### config.mk
export PLATFORM = sky130hd
export DESIGN_NAME = rgb_pwm_ctrl_flat
export DESIGN_NICKNAME = d
export VERILOG_FILES = /design/src/rtl/rgb_pwm_ctrl_if.sv /design/src/rtl/rgb_pwm_ctrl.sv /design/src/flat_wrapper.sv
export SDC_FILE = /design/constraint.sdc
export NUM_CORES = 1
export LEC_CHECK = 0
export BUFFER_PORTS_ARGS = -buffer_cell sky130_fd_sc_hd__buf_2
export CAP_MARGIN = 5
export CORE_AREA = 2 2 154 156
export CTS_CLUSTER_DIAMETER = 120
export DETAILED_ROUTE_END_ITERATION = 7
export DIE_AREA = 0 0 156 158
export SLEW_MARGIN = 5
export SYNTH_ARGS = -nofsm -noshare
export SYNTH_HDL_FRONTEND = slang
export SYNTH_SLANG_ARGS = --single-unit
### constraint.sdc
create_clock -name clk -period 2.81 [get_ports clk]
set_clock_uncertainty 0.1 [all_clocks]
set_input_delay 0.1405 -clock clk [delete_from_list [all_inputs] [get_ports clk]]
set_output_delay 0.1405 -clock clk [all_outputs]
set_load 0.005 [all_outputs]
### src/rtl/rgb_pwm_ctrl_if.sv
// Register-bus bundle between the fabric and rgb_pwm_ctrl.
// One access per cycle in which cs is high; ready and read_data
// answer one cycle later.
interface rgb_pwm_ctrl_if;
  logic        cs;
  logic        we;
  logic [7:0]  address;
  logic [31:0] write_data;
  logic [31:0] read_data;
  logic        ready;

  modport master (
    output cs, we, address, write_data,
    input  read_data, ready
  );

  modport slave (
    input  cs, we, address, write_data,
    output read_data, ready
  );
endinterface

### src/rtl/rgb_pwm_ctrl.sv
// PWM generator feeding the iCE40 RGB LED driver primitive.
// Three 8-bit duty channels compared against a 255-tick period counter,
// tick rate set by a prescaler, optional ON/OFF blink pattern counted in
// whole periods. Active duties only change at period boundaries, so the
// registered pwm outputs never glitch mid-period.
module rgb_pwm_ctrl #(
  parameter int PRESCALE_W = 16
) (
  input  logic           clk,
  input  logic           reset_n,
  rgb_pwm_ctrl_if.slave  bus,
  output logic           led_en,
  output logic           curr_en,
  output logic [2:0]     pwm
);

  localparam logic [7:0]  ADDR_NAME0    = 8'h00;
  localparam logic [7:0]  ADDR_VERSION  = 8'h01;
  localparam logic [7:0]  ADDR_CTRL     = 8'h08;
  localparam logic [7:0]  ADDR_DUTY     = 8'h09;
  localparam logic [7:0]  ADDR_PRESCALE = 8'h0a;
  localparam logic [7:0]  ADDR_BLINK    = 8'h0b;
  localparam logic [7:0]  ADDR_STATUS   = 8'h0c;
  localparam logic [31:0] NAME0_VAL     = 32'h72676270;
  localparam logic [31:0] VERSION_VAL   = 32'h00000001;

  typedef enum logic {ST_ON, ST_OFF} state_t;

  // software-visible registers
  logic [1:0]            ctrl_reg, ctrl_next;
  logic [23:0]           duty_reg;
  logic [PRESCALE_W-1:0] prescale_reg;
  logic [15:0]           blink_reg;

  // PWM engine state
  logic [23:0]           duty_act_reg;
  logic [PRESCALE_W-1:0] pre_cnt_reg;
  logic [7:0]            pwm_cnt_reg;
  logic [7:0]            blink_cnt_reg, blink_cnt_next;
  state_t                state_reg, state_next;

  // registered outputs
  logic [31:0]           read_data_reg, rdata_mux;
  logic                  ready_reg;
  logic                  led_en_reg;
  logic [2:0]            pwm_reg, pwm_next;

  logic wr_en, wr_ctrl, wr_duty, wr_prescale, wr_blink;
  logic en_rise, run, tick, wrap;
  logic [8:0] on_lim, off_lim, cnt_inc;
  logic unused_bits;

  assign wr_en       = bus.cs & bus.we;
  assign wr_ctrl     = wr_en & (bus.address == ADDR_CTRL);
  assign wr_duty     = wr_en & (bus.address == ADDR_DUTY);
  assign wr_prescale = wr_en & (bus.address == ADDR_PRESCALE);
  assign wr_blink    = wr_en & (bus.address == ADDR_BLINK);
  assign unused_bits = ^bus.write_data[31:24];

  // CTRL as it will be after this edge; lets a disable write clear the
  // counters on the same edge and lets an enable write start a fresh period.
  assign ctrl_next = wr_ctrl ? bus.write_data[1:0] : ctrl_reg;
  assign en_rise   = ctrl_next[0] & ~ctrl_reg[0];
  assign run       = ctrl_next[0] & ctrl_reg[0];
  assign tick      = run & (pre_cnt_reg == prescale_reg);
  assign wrap      = tick & (pwm_cnt_reg == 8'd254);

  // A zero period count still means one period in that phase.
  assign on_lim  = (blink_reg[7:0]  == 8'd0) ? 9'd1 : {1'b0, blink_reg[7:0]};
  assign off_lim = (blink_reg[15:8] == 8'd0) ? 9'd1 : {1'b0, blink_reg[15:8]};
  assign cnt_inc = {1'b0, blink_cnt_reg} + 9'd1;

  // Register file writes.
  always_ff @(posedge clk) begin
    if (!reset_n) begin
      ctrl_reg     <= '0;
      duty_reg     <= '0;
      prescale_reg <= '0;
      blink_reg    <= '0;
    end else begin
      ctrl_reg <= ctrl_next;
      if (wr_duty)     duty_reg     <= bus.write_data[23:0];
      if (wr_prescale) prescale_reg <= bus.write_data[PRESCALE_W-1:0];
      if (wr_blink)    blink_reg    <= bus.write_data[15:0];
    end
  end

  // Prescaler, period counter and active-duty latch.
  always_ff @(posedge clk) begin
    if (!reset_n) begin
      pre_cnt_reg  <= '0;
      pwm_cnt_reg  <= '0;
      duty_act_reg <= '0;
    end else if (!run) begin
      pre_cnt_reg <= '0;
      pwm_cnt_reg <= '0;
      if (en_rise) duty_act_reg <= duty_reg;
    end else begin
      if (wr_prescale || tick) pre_cnt_reg <= '0;
      else                     pre_cnt_reg <= pre_cnt_reg + 1'b1;
      if (tick) pwm_cnt_reg <= wrap ? 8'd0 : pwm_cnt_reg + 8'd1;
      // old shadow wins when a DUTY write lands on the wrap edge
      if (wrap) duty_act_reg <= duty_reg;
    end
  end

  // Blink FSM state register.
  always_ff @(posedge clk) begin
    if (!reset_n) begin
      state_reg     <= ST_ON;
      blink_cnt_reg <= '0;
    end else begin
      state_reg     <= state_next;
      blink_cnt_reg <= blink_cnt_next;
    end
  end

  // Blink FSM next state: advances only on period wrap.
  always_comb begin
    state_next     = state_reg;
    blink_cnt_next = blink_cnt_reg;
    if (!run || !ctrl_reg[1]) begin
      state_next     = ST_ON;
      blink_cnt_next = '0;
    end else if (wrap) begin
      case (state_reg)
        ST_ON: begin
          if (cnt_inc >= on_lim) begin
            state_next     = ST_OFF;
            blink_cnt_next = '0;
          end else begin
            blink_cnt_next = cnt_inc[7:0];
          end
        end
        ST_OFF: begin
          if (cnt_inc >= off_lim) begin
            state_next     = ST_ON;
            blink_cnt_next = '0;
          end else begin
            blink_cnt_next = cnt_inc[7:0];
          end
        end
        default: begin
          state_next     = ST_ON;
          blink_cnt_next = '0;
        end
      endcase
    end
  end

  // Per-channel compare against the active duty.
  generate
    for (genvar gi = 0; gi < 3; gi++) begin : g_chan
      assign pwm_next[gi] = ctrl_reg[0] & (state_reg == ST_ON) &
                            (pwm_cnt_reg < duty_act_reg[gi*8 +: 8]);
    end
  endgenerate

  // Driver-facing outputs, registered.
  always_ff @(posedge clk) begin
    if (!reset_n) begin
      led_en_reg <= 1'b0;
      pwm_reg    <= '0;
    end else begin
      led_en_reg <= ctrl_reg[0];
      pwm_reg    <= pwm_next;
    end
  end

  // Read mux; unmapped addresses read as zero.
  always_comb begin
    rdata_mux = '0;
    case (bus.address)
      ADDR_NAME0:    rdata_mux = NAME0_VAL;
      ADDR_VERSION:  rdata_mux = VERSION_VAL;
      ADDR_CTRL:     rdata_mux[1:0] = ctrl_reg;
      ADDR_DUTY:     rdata_mux[23:0] = duty_reg;
      ADDR_PRESCALE: rdata_mux[PRESCALE_W-1:0] = prescale_reg;
      ADDR_BLINK:    rdata_mux[15:0] = blink_reg;
      ADDR_STATUS: begin
        rdata_mux[7:0]   = pwm_cnt_reg;
        rdata_mux[8]     = (state_reg == ST_ON);
        rdata_mux[23:16] = blink_cnt_reg;
      end
      default:       rdata_mux = '0;
    endcase
  end

  // Bus response: ready and read data one cycle after each cs cycle.
  always_ff @(posedge clk) begin
    if (!reset_n) begin
      ready_reg     <= 1'b0;
      read_data_reg <= '0;
    end else begin
      ready_reg <= bus.cs;
      if (bus.cs) read_data_reg <= rdata_mux;
    end
  end

  assign bus.ready     = ready_reg;
  assign bus.read_data = read_data_reg;
  assign led_en        = led_en_reg;
  assign curr_en       = led_en_reg;
  assign pwm           = pwm_reg;

endmodule

### src/flat_wrapper.sv
// flat-port wrapper written by rule: the top's interface ports become plain ports
module rgb_pwm_ctrl_flat 
#(
  parameter int PRESCALE_W = 16
)
  (clk, reset_n, led_en, curr_en, pwm, bus_cs, bus_we, bus_address, bus_write_data, bus_read_data, bus_ready);
  rgb_pwm_ctrl_if bus_i ();
  input  logic clk;
  input  logic reset_n;
  output logic led_en;
  output logic curr_en;
  output logic [2:0] pwm;
  input wire logic [$bits(bus_i.cs)-1:0] bus_cs;
  input wire logic [$bits(bus_i.we)-1:0] bus_we;
  input wire logic [$bits(bus_i.address)-1:0] bus_address;
  input wire logic [$bits(bus_i.write_data)-1:0] bus_write_data;
  output wire logic [$bits(bus_i.read_data)-1:0] bus_read_data;
  output wire logic [$bits(bus_i.ready)-1:0] bus_ready;
  assign bus_i.cs = bus_cs;
  assign bus_i.we = bus_we;
  assign bus_i.address = bus_address;
  assign bus_i.write_data = bus_write_data;
  assign bus_read_data = bus_i.read_data;
  assign bus_ready = bus_i.ready;
  rgb_pwm_ctrl #(.PRESCALE_W(PRESCALE_W)) u_core (.clk(clk), .reset_n(reset_n), .bus(bus_i), .led_en(led_en), .curr_en(curr_en), .pwm(pwm));
endmodule
Yosys cells after proc, flatten, opt, wreduce, memory -nomap -nowiden
Index checks and enable logic that the tools add are counted.
{ "word_totals": {"regBits": 152, "input_bits": 44, "output_inout_bits": 38, "wordCells": 78} }
{ "op_classes": {"n_addsub": 3, "magnitude_cmp": 5, "n_eq_ne": 9, "mux": 18, "bitwise_logic": 17, "reduce_logical": 12} }
{ "op_table": {"columns": ["cell", "count"], "rows": [
  ["24-bit 2-to-1 mux", 3],
  ["8-bit by 4-bit == test with 1-bit output (second input constant)", 5],
  ["8-bit 2-to-1 mux", 5],
  ["7-bit one-hot mux with 5 select lines", 1],
  ["7-bit one-hot mux with 4 select lines", 1],
  ["8-bit logical NOT", 3],
  ["8-bit less-than comparator", 3],
  ["8-bit one-hot mux with 3 select lines", 1],
  ["9-bit >= comparator", 2],
  ["16-bit by 1-bit adder with 16-bit output (second input constant)", 1],
  ["16-bit == test", 1],
  ["8-bit one-hot mux with 2 select lines", 1],
  ["1-bit AND", 13],
  ["2-bit one-hot mux with 6 select lines", 1],
  ["8-bit by 1-bit adder with 9-bit output (second input constant)", 1],
  ["8-bit by 1-bit adder with 8-bit output (second input constant)", 1],
  ["8-bit by 1-bit == test with 1-bit output (second input constant)", 1],
  ["8-bit == test (second input constant)", 1],
  ["7-bit 2-to-1 mux", 1],
  ["1-bit inverter", 4],
  ["2-bit AND reduction", 2],
  ["1-bit 2-to-1 mux", 3],
  ["3-bit OR reduction", 1],
  ["1-bit logical NOT", 2],
  ["5 further kinds", 6]
]} }

Logic depth before layout (Yosys ltp)
{ "depth": {"ltp_word": 8, "mapped_depth": 12, "ltp_nobuf": 11} }

Worst setup path before layout
OpenSTA, ideal clock, no wires.
{ "synth_timing": {"kind": "register -> register", "start": "reg u_core.blink_cnt_reg[0]", "end": "reg u_core.blink_cnt_reg[2]", "setup_ps": 101, "arrival_time_ps": 2705, "required_ps": 2609, "setup_slack_ps": -96, "stages_incl_launch_ff": 12, "path_buffers": 0, "synth_period_minus_slack_ps": 2906, "path_cell_list": "dfxtp_1 ha_1 nand3_1 nor2_1 xor2_1 ha_1 a22o_1 nor4_1 o21ai_0 a32oi_1 nand2b_1 o41ai_1"} }
{ "synth_via": {"elab_chain_cells": 4, "word_cells_on_any_way": 6, "cone_classes": "add/sub (1); order compare (2); mux (3)"} }
{ "synth_lines": {"columns": ["item", "line_no", "text"], "rows": [
  ["from (decl)", "rgb_pwm_ctrl.sv:39", "logic [7:0] blink_cnt_reg, blink_cnt_next;"],
  ["from (signal assigned)", "rgb_pwm_ctrl.sv:114", "blink_cnt_reg <= blink_cnt_next;"],
  ["8-bit by 1-bit adder with 9-bit output *", "rgb_pwm_ctrl.sv:71", "assign cnt_inc = {1'b0, blink_cnt_reg} + 9'd1;"],
  ["9-bit >= comparator, on equally long branches", "rgb_pwm_ctrl.sv:136, rgb_pwm_ctrl.sv:128", null],
  ["8-bit 2-to-1 mux, on equally long branches", "rgb_pwm_ctrl.sv:136, rgb_pwm_ctrl.sv:128", null],
  ["8-bit one-hot mux with 2 select lines *", "rgb_pwm_ctrl.sv:126", "case (state_reg)"]
]} }
Mark *: on every way between the ends. The rest lies on a longest branch, timed or not.
A chain may end at the register's enable or synchronous reset.

Worst setup path in the final report
{ "layout_timing": {"start": "reg u_core.blink_cnt_reg[1]", "end": "reg u_core.blink_cnt_reg[1]"} }
Same word-level chain as after synthesis.

==> impl_metrics.csv <==
group,metric,value,unit
clock_tree,htree_levels,4,
hold_path,whs_endpoint,"u_core.bus.read_data[0]$_SDFFE_PN0P_",
finish,diodes,0,
job,drv_cap,0,
timing,tns,0,ns
placement,port_buffers,69,
power,ir_worst_vdd,0.462,mV
outcome,status,"completed",
synthesis,post-synth-top-count-cell,"nand2_1",
synthesis,synth_simple_gate_area_share,20.3,%
synthesis,ys_top_cells_by_area,"dfxtp_1, nand2_1, ha_1",
drt,vias,6527,
placement,gp_congestion,0.850,
timing,hold_slack,0.0653,ns
timing,period_minus_slack,2.68,ns
timing,post-route-period-util,95.2,%
floorplanning,coreArea,0.0231,mm^2
hold_path,hp-start,"bus_address[6]",
synthesis,avgSynthCellArea,8.66,um^2
finish,area_growth,25.1,%
floorplanning,die_h,158,um
drt,antenna_left,0,
power,p_per_area,486,mW/mm^2
clock_tree,clock-sinks,145,
finish,num-fill-cells,2270,
synthesis,synthFlopType,"dfxtp_1",
synthesis,seq_area_frac_synth,39.0,%
synthesis,yosysUniqueCellTypes,60,
global_route,grt_usage,18.1,%
global_route,antenna_found_initial,0,
timing,worst_pin_slew,0.641,ns
clock_tree,cts_max_path_buffers,2,
timing,maxSlewViolCount,0,
power,power.total,4.52,mW
synthesis,synth-adder-area-share,6.89,%
floorplanning,row_count,56,
drt,wl_per_cell,17.3,um
floorplanning,start_util,32.3,%
synthesis,synth_common_cells,"nand2_1, dfxtp_1, mux2i_1",
power,leakage,3.62,nW
synthesis,synth_enable_flop_cells,0,
worst_setup_path,critPathKind,"flip-flop to flip-flop",
drt,via_per_inst,5.12,
timing,hold_violations,0,
synthesis,synth_mux_area_share,6.77,%
hold_path,hp-class,"input port to flip-flop",
placement,dp_hpwl,16.1,mm
worst_setup_path,worstPathArrival,2.91,ns
synthesis,synthArstFlopShare,0,%
timing,setup_viol,0,
worst_setup_path,ff2ff_path_depth,11,
drt,drcViolationCount,0,
synthesis,netlist.area_leader.share,39.0,%
global_route,grt_max_degree,53,
clock_tree,cts_buffers,17,
worst_setup_path,worstSetupEndpointType,"flip-flop",
synthesis,synth_top_family_by_area,"simple AND/OR/NAND/NOR gates",
synthesis,synth_top_area_cell,"dfxtp_1",
placement,place_worst_setup_slack,-0.0270,ns
global_route,grt_first_pass_wirelength,34.2,mm
worst_setup_path,critPathMaxFanout,3,
finish,drive_gt1_share,18.5,%
timing,fmax,374,MHz
worst_setup_path,r2r_start,"u_core.blink_cnt_reg[1]$_SDFFE_PP0P_",
synthesis,synthCells,860,
timing,finalWorstSetupSlack,0.134,ns
drt,totalWireLength,22.1,mm
floorplanning,fp.dieW,156,um
finish,nNetsFinal,1058,
hold_path,whs_path_depth,4,
finish,largest_reg_flops,25,
global_route,grt_pass1_vias,6142,
synthesis,ys_seq_elements,145,
timing,relSlewSlack,57.3,%
worst_setup_path,required,3.05,ns
clock_tree,cts_tree,"done",
clock_tree,clk_latency,0.43,ns
synthesis,synth_xor_area_share,5.18,%
synthesis,yosysWarnings,0,
drt,drt_iter0_markers,440,
drt,first_pass_iters,5,
worst_setup_path,reg2reg_slack,0.13,ns
floorplanning,die_area,0.0246,mm^2
worst_setup_path,r2r_end,"u_core.blink_cnt_reg[1]$_SDFFE_PP0P_",
clock_tree,clockRootBuffer,"clkbuf_16",
worst_setup_path,critical_path.startpoint_type,"flip-flop",
clock_tree,clk_pin_slew_worst_paths,0.06,ns
synthesis,syn_area,0.00745,mm^2
global_route,grt_overflow_total,0,
synthesis,synth_compound_area_share,16.1,%
floorplanning,io_pins,82,
what timing repair did:
action                                  in CTS  in global routing
hold buffers                                26                  0
endpoints found under the hold margin       60                  0
endpoints found under the setup margin       3                  8
pin swaps                                    1                  6
setup buffers                                1                  3
gates resized for setup                      4                 25
final cells by class:
| class | count | area, um^2 | area share [%] |
|---|---|---|---|
| clock buffers | 22 | 494 | 5.31 |
| well taps | 290 | 363 | 3.90 |
| flip-flops and latches | 145 | 2910 | 31.2 |
| clock inverters | 10 | 98.8 | 1.06 |
| multi-input cells | 619 | 4280 | 46.0 |
| inverters | 46 | 173 | 1.85 |
| repair buffers | 144 | 992 | 10.7 |
metrics by stage:
step           std cells  cell area (um^2)  util, %
2_1_floorplan        863              7460        -
3_3_place_gp        1215              8290     36.0
3_5_place_dp        1215              8290     36.0
4_1_cts             1274              9160     39.7
5_1_grt             1276              9310     40.4
6_report            1276              9310     40.4
kinds of logic after synthesis:
| group | count (synthesis) |
|---|---|
| flip-flops | 145 |
| multiplexers | 49 |
| adder cells (fa/ha/maj) | 41 |
| XOR/XNOR | 44 |
| buffers and inverters | 99 |
| AND/OR/NAND/NOR | 323 |
| other | 1 |
| AO/OA/AOI/OAI | 158 |
power by group:
group / leakage (nW) / internal, mW / total (mW) / switching (mW)
Combinational: 2.16 / 0.0815 / 0.185 / 0.104
Sequential: 1.17 / 2.06 / 2.07 / 0.00483
Clock: 0.289 / 1.34 / 2.27 / 0.926
Total: 3.62 / 3.49 / 4.52 / 1.03
worst max path at each step:
stage / slack (ns) / cells past startpoint / end / from
after global placement: 0.03 / 11 / u_core.blink_cnt_reg[4]$_SDFFE_PP0P_ / u_core.blink_cnt_reg[0]$_SDFFE_PP0P_
after CTS: 0.04 / 11 / u_core.blink_cnt_reg[3]$_SDFFE_PP0P_ / u_core.blink_cnt_reg[1]$_SDFFE_PP0P_
final: 0.13 / 11 / u_core.blink_cnt_reg[1]$_SDFFE_PP0P_ / u_core.blink_cnt_reg[1]$_SDFFE_PP0P_
after detailed placement: -0.03 / 11 / u_core.blink_cnt_reg[3]$_SDFFE_PP0P_ / u_core.blink_cnt_reg[1]$_SDFFE_PP0P_
after floorplan: 0.006 / 11 / u_core.blink_cnt_reg[2]$_SDFFE_PP0P_ / u_core.blink_cnt_reg[0]$_SDFFE_PP0P_
after global routing: -0.004 / 11 / u_core.blink_cnt_reg[4]$_SDFFE_PP0P_ / u_core.blink_cnt_reg[2]$_SDFFE_PP0P_
critical path: stages, from the launching register on:
cell and delay [ns]:
dfxtp_2 0.36, buf_4 0.13, nand3_2 0.10, nor2_4 0.20
nand3_4 0.12, xnor2_4 0.19, ha_1 0.22, nor4_1 0.26
o21ai_1 0.15, a32oi_2 0.36, nand2b_1 0.16, o31ai_1 0.23
per-layer routing:
layer	vias to the layer above	wire [um]	track usage, %
met2	177	10300	29.3
met4	0	313	5.07
li1	3203	-	-
met3	29	1230	3.70
met1	3118	10300	24.6
met5	-	0	0
layout by cell type (no fill, tap or decap), types with 14 or more instances in the layout:
master and count:
nor2_1 38, a21boi_0 44, a21oi_1 17, clkbuf_16 17, dfxtp_1 143, buf_2 68
nor2b_1 22, buf_4 48, dlygate4sd3_1 26, mux2i_1 47, nand2_1 168, xor2_1 26
ha_1 40, nand3_1 22, inv_1 45, xnor2_1 14
No activity file was read; power rests on OpenSTA's default activity.
